File: src/rtl/cmult_pipe.sv
// Three-stage pipelined fixed-point complex multiplier with optional conj(b).
// Define CMULT_PIPE_SAT_EN to saturate results and drive ovf; otherwise wrap.
module cmult_pipe #(
  parameter int WIDTH = 16,
  parameter int FRAC  = 15
) (
  input  logic             clk,
  input  logic             rst_n,
  input  logic             in_valid,
  output logic             in_ready,
  input  logic [WIDTH-1:0] a_re,
  input  logic [WIDTH-1:0] a_im,
  input  logic [WIDTH-1:0] b_re,
  input  logic [WIDTH-1:0] b_im,
  input  logic             conj_b,
  output logic             out_valid,
  input  logic             out_ready,
  output logic [WIDTH-1:0] m_re,
  output logic [WIDTH-1:0] m_im,
  output logic             ovf
);

  localparam int PW = 2 * WIDTH;
  localparam int SW = 2 * WIDTH + 1;

  localparam logic signed [SW-1:0] RND =
    {{(SW-1){1'b0}}, 1'b1} << (FRAC - 1);

  logic en;

  logic                    v1;
  logic signed [WIDTH-1:0] s1_ar;
  logic signed [WIDTH-1:0] s1_ai;
  logic signed [WIDTH-1:0] s1_br;
  logic signed [WIDTH-1:0] s1_bi;
  logic                    s1_cj;

  logic                 v2;
  logic signed [PW-1:0] s2_rr;
  logic signed [PW-1:0] s2_ii;
  logic signed [PW-1:0] s2_ri;
  logic signed [PW-1:0] s2_ir;
  logic                 s2_cj;

  logic signed [PW-1:0] xar, xai, xbr, xbi;
  logic signed [PW-1:0] p_rr, p_ii, p_ri, p_ir;

  logic signed [SW-1:0] e_rr, e_ii, e_ri, e_ir;
  logic signed [SW-1:0] re_sum, im_sum;
  logic signed [SW-1:0] re_sh, im_sh;

  logic [WIDTH-1:0] re_n;
  logic [WIDTH-1:0] im_n;

  assign en       = out_ready | ~out_valid;
  assign in_ready = en;

  assign xar = PW'(s1_ar);
  assign xai = PW'(s1_ai);
  assign xbr = PW'(s1_br);
  assign xbi = PW'(s1_bi);

  assign p_rr = xar * xbr;
  assign p_ii = xai * xbi;
  assign p_ri = xar * xbi;
  assign p_ir = xai * xbr;

  assign e_rr = SW'(s2_rr);
  assign e_ii = SW'(s2_ii);
  assign e_ri = SW'(s2_ri);
  assign e_ir = SW'(s2_ir);

  // conj(b) flips the sign of every term carrying b_im
  assign re_sum = s2_cj ? e_rr + e_ii : e_rr - e_ii;
  assign im_sum = s2_cj ? e_ir - e_ri : e_ri + e_ir;

  assign re_sh = (re_sum + RND) >>> FRAC;
  assign im_sh = (im_sum + RND) >>> FRAC;

`ifdef CMULT_PIPE_SAT_EN
  localparam logic signed [SW-1:0] MAXV =
    {{(WIDTH+2){1'b0}}, {(WIDTH-1){1'b1}}};
  localparam logic signed [SW-1:0] MINV =
    {{(WIDTH+2){1'b1}}, {(WIDTH-1){1'b0}}};

  logic ovf_n;
  logic ovf_q;

  always_comb begin
    re_n  = re_sh[WIDTH-1:0];
    im_n  = im_sh[WIDTH-1:0];
    ovf_n = 1'b0;
    if (re_sh > MAXV) begin
      re_n  = MAXV[WIDTH-1:0];
      ovf_n = 1'b1;
    end else if (re_sh < MINV) begin
      re_n  = MINV[WIDTH-1:0];
      ovf_n = 1'b1;
    end
    if (im_sh > MAXV) begin
      im_n  = MAXV[WIDTH-1:0];
      ovf_n = 1'b1;
    end else if (im_sh < MINV) begin
      im_n  = MINV[WIDTH-1:0];
      ovf_n = 1'b1;
    end
  end

  always_ff @(posedge clk) begin
    if (!rst_n) begin
      ovf_q <= 1'b0;
    end else if (en) begin
      ovf_q <= ovf_n;
    end
  end

  assign ovf = ovf_q;
`else
  logic unused_hi;

  assign re_n      = re_sh[WIDTH-1:0];
  assign im_n      = im_sh[WIDTH-1:0];
  assign ovf       = 1'b0;
  assign unused_hi = ^{re_sh[SW-1:WIDTH],
                       im_sh[SW-1:WIDTH]};
`endif

  always_ff @(posedge clk) begin
    if (!rst_n) begin
      v1        <= 1'b0;
      s1_ar     <= '0;
      s1_ai     <= '0;
      s1_br     <= '0;
      s1_bi     <= '0;
      s1_cj     <= 1'b0;
      v2        <= 1'b0;
      s2_rr     <= '0;
      s2_ii     <= '0;
      s2_ri     <= '0;
      s2_ir     <= '0;
      s2_cj     <= 1'b0;
      out_valid <= 1'b0;
      m_re      <= '0;
      m_im      <= '0;
    end else if (en) begin
      v1        <= in_valid;
      s1_ar     <= a_re;
      s1_ai     <= a_im;
      s1_br     <= b_re;
      s1_bi     <= b_im;
      s1_cj     <= conj_b;
      v2        <= v1;
      s2_rr     <= p_rr;
      s2_ii     <= p_ii;
      s2_ri     <= p_ri;
      s2_ir     <= p_ir;
      s2_cj     <= s1_cj;
      out_valid <= v2;
      m_re      <= re_n;
      m_im      <= im_n;
    end
  end

endmodule

File: config.mk
export PLATFORM = sky130hd
export DESIGN_NAME = cmult_pipe
export DESIGN_NICKNAME = d
export VERILOG_FILES = /design/src/rtl/cmult_pipe.sv
export SDC_FILE = /design/constraint.sdc
export NUM_CORES = 2
export LEC_CHECK = 0
export BUFFER_PORTS_ARGS = -buffer_cell sky130_fd_sc_hd__clkbuf_2
export CORE_MARGIN = 10
export CORE_UTILIZATION = 55
export CTS_BUF_LIST = sky130_fd_sc_hd__clkbuf_16
export CTS_CLUSTER_DIAMETER = 50
export DETAILED_ROUTE_END_ITERATION = 12
export PLACE_DENSITY = 0.76
export SYNTH_ARGS = -nofsm -noshare
export SYNTH_HDL_FRONTEND = slang
export SYNTH_SLANG_ARGS = --single-unit
File: constraint.sdc
create_clock -name clk -period 8.4 [get_ports clk]
set_clock_uncertainty 0.15 [all_clocks]
set_input_delay 0.84 -clock clk [delete_from_list [all_inputs] [get_ports clk]]
set_output_delay 0.84 -clock clk [all_outputs]
set_load 0.02 [all_outputs]
Word level (Yosys, flattened, before mapping)
Index checks and enable logic that the tools add are counted.
- flip-flop bits (word level): 225
- logic and storage cells: 29
- $add $sub $neg: 6
- multiply operators: 4
- mux-type cells: 2
- bitwise gates (word level): 2
- operators by type and width (kind ; count):
    multiplier 16 x 16 -> 31 bit ; 4
    adder 31 x 16 -> 31 bit (second input constant) ; 2
    adder 31 bit ; 2
    2-to-1 mux 31 bit ; 2
    subtractor 31 bit ; 2
    NOT 1 bit ; 1
    OR 1 bit ; 1

Logic depth before layout (Yosys ltp)
- depth in word-level cells: 3
- gate-level depth with buffers: 26
- mapped depth without buffers: 24

Least setup slack after synthesis
No wires, ideal clock.
- path kind: register to register
- start point: register s1_ar[15]
- end point: register s2_ri[26]
- data arrival time: 6.240 ns
- slack: 1.890 ns
- cell stages (with the launch flop): 24
- period minus slack after synthesis: 6.510 ns
- path through: dfxtp_1 > clkbuf_1 > clkbuf_1 > nand2_1 > inv_1 > fa_1 > fa_1 > fa_1 > fa_1 > fa_1 > inv_1 > fa_1 > inv_1 > ha_1 > a21o_1 > a21o_1 > a31oi_1 > nor2_1 > and3_1 > a221oi_1 > o21bai_1 > a21o_1 > a21o_1 > a211o_1
- word-level cells in the longest chain between the ends: 1
- RTL lines (item ; RTL line ; RTL):
    start, declared ; 32 ; logic signed [WIDTH-1:0] s1_ar;
    start signal, assigned ; 147 ; s1_ar <= a_re;
    multiplier 16 x 16 -> 31 bit ; 65 ; assign p_ri = xar * xbi;
    end signal, assigned ; 155 ; s2_ri <= p_ri;
    end, declared ; 41 ; logic signed [PW-1:0] s2_ri;
No other way between the ends.
A chain may end at the register's enable or synchronous reset.

Worst setup path after layout
- start point: register s1_ar[2]
- end point: register s2_ri[26]
Same word-level chain as after synthesis.

==> qor.yml <==
floorplanning:
  fp.dieW_um: 323
  fp-row-count: 111
  initial_utilization: 0.552
  io_pins: 104
  core-area_um2: 91400
  die_area_um2: 104000
  dieHeight_um: 323
critical_path:
  required_ns: 8.80
  start_kind: "flop"
  critPathKind: "flop to flop"
  crit_chain: "buf_4 -> and2_1 -> fa_1 -> fa_1 -> ha_1 -> inv_1 -> fa_1 -> inv_1 -> fa_1 -> inv_1 -> fa_1 -> inv_1 -> ha_1 -> a21o_1 -> a21oi_1 -> o22a_1 -> nor3b_1 -> o21ai_0 -> a221oi_1 -> o21bai_1 -> a21o_1 -> a21o_1 -> a211o_1"
  cp_top_family: "adder cells"
  crit_path_end_kind: "flop"
  path_common_cell: "fa_1"
  reg2reg_from: "s1_ar[2]"
  cp.buffers_inverters: 5
  cp_max_fo: 20
  arrival_ns: 8.12
  critPathLaunch: "s1_ar[2]"
  cp_slowest_stage_delay_ns: 1.18
  cp_slowest_cell: "dfxtp_1"
detailed_routing:
  highest_layer: "met5"
  wl_met2_um: 61700
  vias_per_cell: 5.61
  wl_per_cell_um: 19.6
  drc: 0
  wl_met1_um: 54100
  routed_wl_um: 138000
  dr_wl_met3_um: 13500
  dr.first_iter.drc_count: 3430
  first_pass_iters: 9
  ant_nets: 0
  vias: 39600
global_route:
  grt.overflow.total: 0
  grt.total_usage: 0.275
  grt_pass1_vias: 41800
  grt_pass1_wl_um: 225000
  grt_max_degree: 144
  antenna_found_initial: 9
cells_and_area:
  area_growth_pct: 7.14
  nets: 7304
  finish.utilization: 0.592
  drive_gt1_frac: 0.0579
  final_area_um2: 54100
logic_synthesis:
  synth_top_cell_by_area: "fa_1"
  async_reset_ff_frac: 0
  ys_types: 77
  ys_seq_elements: 225
  yosysWarnings: 0
  synth_common_cells: "inv_1, fa_1, nand2_1"
  syn_nets: 7321
  synth_flop_cell: "dfxtp_1"
  synthCells: 5846
  seq_area_frac_synth: 0.0893
  synth_most_common_cell: "inv_1"
  synth-edff-count: 0
  synth.avg_cell_area_um2: 8.63
  syn-cell-area_um2: 50500
  yosys-top-cells-area: "fa_1, ha_1, dfxtp_1"
  netlist.area_leader.share: 0.406
sta:
  tightestPinTransition_ns: 1.29
  relSlewSlack: 0.139
  final-max-slew-violation-count: 0
  post-route-period-util: 0.919
  setup_violations: 0
  min_period_ns: 7.72
  rsz0062_at_grt: "no"
  hold_viol: 0
  max_freq_ghz: 0.129
  setup_tns_ns: 0
cts:
  clkLatencyLatePin_ns: 0.66
  clock_sinks: 225
  clock_path_buffers: 3
  cts_tree: "yes"
  cts_made_buffers: 47
  cts_hold_buf: 0
  cts_max_level: 2
  cts_setup_buffers: 0
  root_buffer: "clkbuf_16"
  cts.reportedPaths.clkPinSlew_ns: 0.06
  ctsResizeCount: 0
placement:
  numPortBuffers: 102
  place_area_um2: 52400
  place.gp.congestion: 0.958
  post-dp-hpwl_um: 109000
power:
  cellLeakagePower_nw: 27.6
  vdd_drop_max_v: 0.000170
  total_power_mw: 12.7
  pwr_density_cell_nw_per_um2: 235
status:
  outcome: "finished clean"
job:
  max-cap-violations: 0
hold_path:
  min_from: "b_im[0]"
  hp-class: "input port to flop"
sequential cells by signal (all words and copies together), names as in the netlist:
signal and flops:
m_im 16, v2 1, s2_cj 1, s2_ir 31
s2_ri 31, s2_ii 31, s1_cj 1, m_re 16
s1_ar 16, s1_bi 16, s2_rr 31, out_valid 1
s1_br 16, s1_ai 16, v1 1
stage by stage:
step,hold slack [ns],std cells,setup WS (ns)
finish,0.252,7057,0.677
global route,0.273,7054,0.443
CTS,0.226,7054,0.840
detailed placement,0.293,6966,0.972
global placement,0.285,6966,1.13
floorplan,0.277,5846,1.89
placed cells by master (no fill, tap or decap), types with 9 or more instances in the layout:
master | Yosys | final
buf_4 | 1 | 118
inv_1 | 1167 | 1168
dfxtp_1 | 225 | 223
fa_1 | 1024 | 1024
nand2b_1 | 35 | 35
nand4_1 | 16 | 16
xnor2_1 | 165 | 165
o21a_1 | 24 | 24
nor2_1 | 191 | 191
and4_1 | 9 | 9
nor4_1 | 15 | 15
o21bai_1 | 21 | 21
clkbuf_2 | 0 | 102
xor2_1 | 79 | 79
o21ai_0 | 75 | 75
or2_2 | 12 | 12
o211ai_1 | 15 | 15
nor3_1 | 55 | 55
a21o_1 | 74 | 74
clkbuf_16 | 0 | 47
ha_1 | 382 | 382
nor3b_1 | 10 | 10
or3_1 | 24 | 24
inv_6 | 0 | 10
and3_1 | 13 | 13
and2_1 | 481 | 481
a31oi_1 | 26 | 26
nand2_1 | 875 | 875
o31ai_1 | 11 | 11
nor2b_1 | 13 | 12
a21oi_1 | 297 | 297
a211oi_1 | 42 | 42
nand3_1 | 65 | 65
worst min-delay path: cells and delay by family:
family / cells / cell delay [ns]
buffers and inverters: 1 / 0.08
and+or+nand+nor: 1 / 0.04
AOI/OAI and AO/OA: 1 / 0.05
layout make-up:
cell class | count | area [µm²]
Inverter | 1167 | 4390
Clock buffer | 47 | 1180
Tap cell | 1186 | 1480
Sequential cell | 225 | 4510
Clock inverter | 41 | 522
Multi-Input combinational cell | 4163 | 40500
Antenna cell | 3 | 7.51
Timing Repair Buffer | 225 | 1500
Fill cell | 7885 | 37300
logic make-up (layout without fill, tap and decap cells):
kind of cell               count (synthesis)  count (layout)  share of synthesized area
and+or+nand+nor                         1843            1843                      0.175
buffers and inverters                   1458            1480                      0.109
adders and majority gates               1406            1406                      0.501
AOI/OAI and AO/OA                        660             660                     0.0817
xor gates and xnor gates                 245             245                     0.0428
DFF                                      225             225                     0.0893
muxes                                      8               8                    0.00166
other                                      1               4                  0.0000743
metal layers:
metal  GRT usage  vias to the layer above
li1            -                    17800
met1       0.353                    19800
met2       0.430                     1670
met3      0.0649                      365
met4       0.142                       14
met5           0                        -
worst paths after layout:
path | endpoint | slack (ns) | depth (start not counted)
max | s2_ri[26] | 0.68 | 23
min | s1_bi[0] | 0.25 | 3
max reg2reg | s2_ri[26] | 0.68 | 23
min reg2reg | s1_ai[8] | 0.30 | 2
power breakdown:
part | switching [mW] | total [mW] | internal, mW
clock network | 0.794 | 2.07 | 1.27
registers | 0.417 | 1.78 | 1.36
logic | 5.29 | 8.83 | 3.55
No activity file was read; power rests on OpenSTA's default activity.
